## config.mk

```make
export PLATFORM = sky130hd
export DESIGN_NAME = full_adder_bist
export DESIGN_NICKNAME = d
export VERILOG_FILES = /design/src/rtl/full_adder_bist_pkg.sv /design/src/rtl/full_adder_bist_golden.sv /design/src/rtl/full_adder_bist.sv
export SDC_FILE = /design/constraint.sdc
export NUM_CORES = 1
export LEC_CHECK = 0
export CAP_MARGIN = 20
export CORE_ASPECT_RATIO = 0.9
export CORE_MARGIN = 3
export CORE_UTILIZATION = 49
export DETAILED_ROUTE_END_ITERATION = 10
export PLACE_DENSITY = 0.75
export SYNTH_ARGS = -nofsm -noshare
export SYNTH_HDL_FRONTEND = slang
export SYNTH_SLANG_ARGS = --single-unit
```

## constraint.sdc

```tcl
create_clock -name clk -period 1.8 [get_ports clk]
set_input_delay 0.54 -clock clk [delete_from_list [all_inputs] [get_ports clk]]
set_output_delay 0.54 -clock clk [all_outputs]
set_load 0.1 [all_outputs]
```

## src/rtl/full_adder_bist_pkg.sv

```systemverilog
// Shared definitions for the full adder self-test controller and its bench.
package full_adder_bist_pkg;
  typedef enum logic [2:0] {
    ST_IDLE,
    ST_DRIVE,
    ST_SETTLE,
    ST_CHECK,
    ST_FINISH
  } state_t;

  localparam int NUM_VECTORS = 8;
  localparam int IDX_W       = 3;
  localparam int ERR_W       = 4;
  localparam int CNT_W       = 4;
endpackage

```

## src/rtl/full_adder_bist_golden.sv

```systemverilog
// Combinational reference full adder; produces the expected response for the current stimulus.
module full_adder_golden (
  input  logic a,
  input  logic b,
  input  logic carryin,
  output logic sum,
  output logic carryout
);
  assign sum      = a ^ b ^ carryin;
  assign carryout = (a & b) | (a & carryin) | (b & carryin);
endmodule

```

## src/rtl/full_adder_bist.sv

```systemverilog
// Exhaustive 8-vector self-test of an external full adder: drives each vector,
// lets it settle, compares against a golden model and reports error statistics.
module full_adder_bist
  import full_adder_bist_pkg::*;
#(
  parameter int SETTLE_CYCLES = 2
) (
  input  logic             clk,
  input  logic             rst_n,
  input  logic             start,
  output logic             dut_a,
  output logic             dut_b,
  output logic             dut_carryin,
  input  logic             dut_sum,
  input  logic             dut_carryout,
  output logic             busy,
  output logic             done,
  output logic             pass,
  output logic [ERR_W-1:0] err_count,
  output logic [IDX_W-1:0] first_fail
);
  state_t             state_reg;
  logic [IDX_W-1:0]   idx_reg;
  logic [CNT_W-1:0]   settle_reg;
  logic               rsp_sum_reg;
  logic               rsp_carry_reg;
  logic               exp_sum;
  logic               exp_carry;
  logic               mismatch;

  full_adder_golden u_golden (
    .a        (dut_a),
    .b        (dut_b),
    .carryin  (dut_carryin),
    .sum      (exp_sum),
    .carryout (exp_carry)
  );

  // The response is captured every cycle, so the value compared in CHECK is
  // the one seen after the vector has been held for SETTLE_CYCLES cycles.
  assign mismatch = (rsp_sum_reg != exp_sum) || (rsp_carry_reg != exp_carry);

  always_ff @(posedge clk or negedge rst_n) begin
    if (!rst_n) begin
      state_reg     <= ST_IDLE;
      idx_reg       <= '0;
      settle_reg    <= '0;
      rsp_sum_reg   <= 1'b0;
      rsp_carry_reg <= 1'b0;
      dut_a         <= 1'b0;
      dut_b         <= 1'b0;
      dut_carryin   <= 1'b0;
      busy          <= 1'b0;
      done          <= 1'b0;
      pass          <= 1'b0;
      err_count     <= '0;
      first_fail    <= '0;
    end else begin
      rsp_sum_reg   <= dut_sum;
      rsp_carry_reg <= dut_carryout;
      case (state_reg)
        ST_IDLE: begin
          if (start) begin
            state_reg  <= ST_DRIVE;
            idx_reg    <= '0;
            err_count  <= '0;
            first_fail <= '0;
            pass       <= 1'b0;
            done       <= 1'b0;
            busy       <= 1'b1;
          end
        end
        ST_DRIVE: begin
          {dut_a, dut_b, dut_carryin} <= idx_reg;
          settle_reg <= CNT_W'(SETTLE_CYCLES - 1);
          state_reg  <= ST_SETTLE;
        end
        ST_SETTLE: begin
          if (settle_reg == '0) begin
            state_reg <= ST_CHECK;
          end else begin
            settle_reg <= settle_reg - CNT_W'(1);
          end
        end
        ST_CHECK: begin
          if (mismatch) begin
            if (err_count != ERR_W'(NUM_VECTORS)) begin
              err_count <= err_count + ERR_W'(1);
            end
            if (err_count == '0) begin
              first_fail <= idx_reg;
            end
          end
          if (idx_reg == IDX_W'(NUM_VECTORS - 1)) begin
            state_reg <= ST_FINISH;
            busy      <= 1'b0;
          end else begin
            idx_reg   <= idx_reg + IDX_W'(1);
            state_reg <= ST_DRIVE;
          end
        end
        ST_FINISH: begin
          done      <= 1'b1;
          pass      <= (err_count == '0);
          state_reg <= ST_IDLE;
        end
        default: state_reg <= ST_IDLE;
      endcase
    end
  end
endmodule

```

==> results.md, run 1 <==
* Clk_lat worst skew at 320 ps
* CTS tree: built
* Clock sink count at 25
* Final min period at 1910 ps
* Max Cap Viol at 0
* Mapped Cells at 115
* Worst hold path type: flip-flop to flip-flop
* Flops & latches, synth at 25
* Data arrival, critical path at 2130 ps
* Vias in the first global route at 1058
* Grt ovf at 0
* Syn avg cell area at 12.0 sq um
* Detailed Route Iter0 Violations at 29
* Mux share of post-synthesis cell area at 0.0408
* Status: finished, violations left
* EDFF count, synth at 0
* Vias/cell at 5.29
* Main synth FF type: dfrtp_1
* Ports at 18
* Die width at 61.9 microns
* Sequential-to-total area share from yosys stat at 0.454
* Max Freq at 523 MHz
* CTS Hold Buffers Added at 0
* Max-slew violations at 0
* Initial antenna violation count at 0
* Hold Path Origin: settle_reg[0]
* Synth Net Count at 127
* Mapped Area at 0.00138 sq mm
* Largest family of logic cells by synthesized area: simple AND/OR/NAND/NOR gates
* Fill cells at 184
* RSZ-0062 raised after global routing: true
* # diodes at 0
* H-tree depth at 1
* # rows at 17
* Max FO, Critical Path at 7
* Area grow syn2layout at 32.8%
* Worst setup path class: flip-flop to flip-flop
* Chip height at 56.3 microns
* DR vias at 952
* Failing checks: setup timing
* Area fraction in compound gates after synthesis at 0.136
* Synth Warn # at 0
* Crit path launch: dut_carryin
* Startpoint Class: flip-flop
* DRT antenna net count at 0
* Worst-Margin Slew at 448 ps
* Post-Synth Adder-Cell Area at 0.0690
* Fin crit share at 1.06
* Crit. End Element: flip-flop
* Worst r2r src: dut_carryin
* Final Skew at 8.59 ps
* DR DRC count at 0
* RD Place Congestion at 0.780
* Share of the synthesized area in the top cell type at 0.454
* Unique masters post-synth at 38
* Hold slack at 521 ps
* Post-Synth Simple-Gate Area at 0.198
* Deepest clock path buffer count at 2
* Nets at 155
* PortBufs at 17
* Final hold vios at 0
* Final core utilization at 0.712
* Initial core utilization at 0.536
* CTS Buf Count at 3
* Root buf cell: clkbuf_4
* XOR/XNOR Fraction of Synth Area at 0.0426
* Drt first pass iters at 4
* Final setup fails at 7
* Hpwl dp at 1970 microns
* Area contributors post-synth: dfrtp_1, ha_1, buf_6
* Largest area contributor in the netlist: dfrtp_1
* First-pass GRT wire length at 4590 microns
* Core Region at 0.00257 sq mm
* Total GRT Usage at 0.174
* Largest net degree at the start of global routing at 26
* Final Worst Setup Slack at -110 ps
* Post-route setup TNS at -665 ps
* Clk slew on worst S/H paths at 140 ps
* DIE AREA at 0.00349 sq mm
* Slew headroom at 0.701
* Ys async rst share at 1.00
* CP required at 2010 ps
* Wirelength, routed at 2630 microns
* Layout cells sized above 1 at 0.394
* Drt wl/cell at 14.6 microns
layout by cell type, fill, tap and decap left out, types with 3 or more instances in the layout:
master	n
dfrtp_1	20
o21ai_0	3
buf_4	9
clkdlybuf4s50_1	4
o21ai_2	3
ha_1	6
buf_12	14
inv_1	10
and2_4	3
mux2_4	3
clkbuf_4	3
dfrtp_4	3
nor2_1	9
nor3_1	4
a22o_1	3
nand3_1	5
nand2_1	3
worst paths after layout:
kind,depth (start not counted),slack [ps],end
min,1,520,settle_reg[0]
max in group asynchronous,2,970,dut_b
min reg2reg,1,520,settle_reg[0]
min in group asynchronous,2,550,settle_reg[1]
max,6,-110,first_fail[2]
max reg2reg,6,-110,first_fail[2]
layout make-up:
class / count / area (sq um) / area share
clock buffers: 4 / 26.3 / 0.0143
well taps: 38 / 47.5 / 0.0260
repair buffers: 27 / 388 / 0.212
multi-input cells: 76 / 693 / 0.378
flip-flops and latches: 25 / 639 / 0.349
inverters: 10 / 37.5 / 0.0205
kinds of logic after synthesis:
logic type      Yosys count
simple gates             37
flops                    25
compound gates           23
buf+inv                  14
fa+ha+maj                 7
xor+xnor                  5
mux                       4
through the flow:
stage | instances | instance area (sq um) | setup slack (ps)
after floorplan | 115 | 1390 | -187
after global placement | 175 | 1780 | -41.9
after detailed placement | 175 | 1780 | -109
after CTS | 179 | 1810 | -125
after global routing | 180 | 1830 | -172
final | 180 | 1830 | -110
critical path, stage by stage (launching register included):
cell and delay (ps):
dfrtp_4 510, fa_1 590, xnor2_2 130, buf_4 140, nand3b_4 120, a32oi_2 230, o21ai_1 90
cell usage after synthesis (2+ instances only):
| cell | number |
|---|---|
| nor3_1 | 4 |
| and2_4 | 3 |
| nand2_1 | 3 |
| nand3_1 | 5 |
| xnor2_2 | 2 |
| o21ai_0 | 3 |
| nand3b_4 | 2 |
| buf_6 | 4 |
| a22o_1 | 3 |
| mux2_4 | 3 |
| xor2_1 | 2 |
| nor2_1 | 9 |
| a21oi_1 | 2 |
| inv_1 | 10 |
| dfrtp_1 | 25 |
| ha_1 | 6 |
| o211ai_2 | 2 |
| o21ai_1 | 4 |
| a32oi_1 | 4 |
repair_timing:
item,4_1_cts,5_1_grt
pin swaps,4,5
setup endpoints to repair,7,7
resized for setup,1,3
buffers inserted,0,1
metal layers:
metal  up-vias  track usage  share of wire
met5         -            0              0
met4         0       0.0727          0.016
met3         6       0.0575          0.049
met2        25        0.257           0.50
met1       463        0.229           0.43
li1        458            -              -
Power of run 1 is left out: the tool's default activity adds up to more than one toggle a clock period on the data nets, which glitch-free logic cannot reach.
==> run 2: changes to the inputs <==
--- a/config.mk
+++ b/config.mk
@@ -5,10 +5,11 @@
 export SDC_FILE = /design/constraint.sdc
 export NUM_CORES = 1
 export LEC_CHECK = 0
-export CAP_MARGIN = 20
+export CAP_MARGIN = 10
 export CORE_ASPECT_RATIO = 0.9
 export CORE_MARGIN = 3
 export CORE_UTILIZATION = 49
+export CTS_BUF_LIST = sky130_fd_sc_hd__clkbuf_16
 export DETAILED_ROUTE_END_ITERATION = 10
 export PLACE_DENSITY = 0.75
 export SYNTH_ARGS = -nofsm -noshare
==> run 2 against run 1 <==
The run still ends with setup timing left. Worst setup slack worse by 7.2 ps. Maximum frequency shrank 0.37%. Final cell count grew 0.56%.
==> results.md, run 2 (same netlist as run 1, synthesis figures left out) <==
* Drt wl/cell at 15.3 microns
* Hold Path Origin: settle_reg[0]
* Pre-CTS setup slack at -109 ps
* PortBufs at 17
* Final hold vios at 0
* DR DRC count at 0
* Vias in the first global route at 1037
* Fin crit share at 1.07
* Total GRT Usage at 0.183
* Drt first pass iters at 4
* Reg2reg end: first_fail[0]
* Layout cells sized above 1 at 0.399
* Clk_lat worst skew at 260 ps
* Initial antenna violation count at 0
* Worst-Margin Slew at 474 ps
* Startpoint Class: flip-flop
* Final min period at 1920 ps
* Hpwl dp at 1970 microns
* Nets at 156
* Reg2Reg Setup Slack at -120 ps
* Final setup fails at 7
* Met2 GRT Util at 0.278
* Final Worst Setup Slack at -117 ps
* Met1 Use GR at 0.240
* Crit. End Element: flip-flop
* Worst r2r src: dut_carryin
* # rows at 17
* Critical-path cell list: fa_1 > xnor2_2 > buf_4 > nand3b_4 > a32oi_1 > o21ai_2
* Failing checks: setup timing
* Final Skew at 4.09 ps
* Max Freq at 522 MHz
* Slew headroom at 0.683
* First-pass GRT wire length at 4760 microns
* Max-slew violations at 0
* DRT antenna net count at 0
* Vias/cell at 5.35
* Met3 usage at 0.0506
* DR vias at 969
* Max FO, Critical Path at 7
* # diodes at 0
* Initial core utilization at 0.536
* RD Place Congestion at 0.780
* CTS Buf Count at 3
* Area of the multi-input gates at 693 sq um
* Post-route setup TNS at -710 ps
* Worst setup path class: flip-flop to flip-flop
* Grt ovf at 0
* Worst hold path type: flip-flop to flip-flop
* Clk slew on worst S/H paths at 60 ps
* Deepest clock path buffer count at 2
* CTS Hold Buffers Added at 0
* Status: finished, violations left
* Core Region at 0.00257 sq mm
* RSZ-0062 raised after global routing: true
* CP required at 1940 ps
* Most frequent cells in the layout: dfrtp_1, buf_12, inv_1, buf_4, nor2_1
* Reg2Reg Depth at 6
* Max Cap Viol at 0
* Worst hold path depth at 1
* Commonest non-fill, non-tap cell in the layout: dfrtp_1
* CTS tree: built
* Slowest cell on the critical path: fa_1
* Storage cell area at 639 sq um
* Clock sink count at 25
* H-tree depth at 1
* Root buf cell: clkbuf_16
* Hold worst-path end: settle_reg[0]
* Chip height at 56.3 microns
* Slowest Stage Delay on Critical Path at 590 ps
* Detailed Route Iter0 Violations at 46
* Area grow syn2layout at 37.2%
* Ports at 18
* GR peak layer: met2
* Data arrival, critical path at 2060 ps
* Fill cells at 170
* Die width at 61.9 microns
* DIE AREA at 0.00349 sq mm
* Wirelength, routed at 2760 microns
* Largest net degree at the start of global routing at 26
-- run 2: how the worst max path moves through the flow --
stage	startpoint	to	slack, ps
after global routing	dut_carryin	first_fail[2]	-200
after CTS	dut_b	first_fail[2]	-140
after floorplan	dut_b	err_count[0]	-190
after detailed placement	dut_b	first_fail[2]	-110
after global placement	dut_b	first_fail[1]	-40
final	dut_carryin	first_fail[0]	-120
-- run 2: what timing repair did --
action,in CTS,in global routing
endpoints found under the setup margin,7,7
pin swaps,5,3
buffers inserted,0,2
resized for setup,1,3
-- run 2: metrics by stage --
step / cells / util / hold WS [ps] / cell area, sq um
after global routing: 181 / 0.735 / 550 / 1890
after global placement: 175 / 0.690 / 490 / 1780
after floorplan: 115 / - / 244 / 1390
after detailed placement: 175 / 0.690 / 499 / 1780
final: 181 / 0.735 / 513 / 1890
after CTS: 179 / 0.722 / 507 / 1860
-- run 2: area by class of cell --
type / count / share of cell area
inverters: 10 / 0.0198
repair buffers: 28 / 0.209
well taps: 38 / 0.0251
clock buffers: 3 / 0.0397
flip-flops and latches: 25 / 0.338
clock inverters: 1 / 0.00198
multi-input cells: 76 / 0.366
-- run 2: layer usage --
layer / wire length [microns] / vias up
li1: - / 462
met1: 1200 / 476
met5: 0 / -
met4: 62 / 0
met3: 106 / 8
met2: 1400 / 23
-- run 2: critical path, delay by kind of cell, from the launching register on --
kind / cells / cell delay, ps
adder cells (fa/ha/maj): 1 / 590
flip-flops: 1 / 490
AO/OA/AOI/OAI: 2 / 310
buffers and inverters: 1 / 150
XOR/XNOR: 1 / 140
AND/OR/NAND/NOR: 1 / 120
Power of run 2 is left out for the same reason.
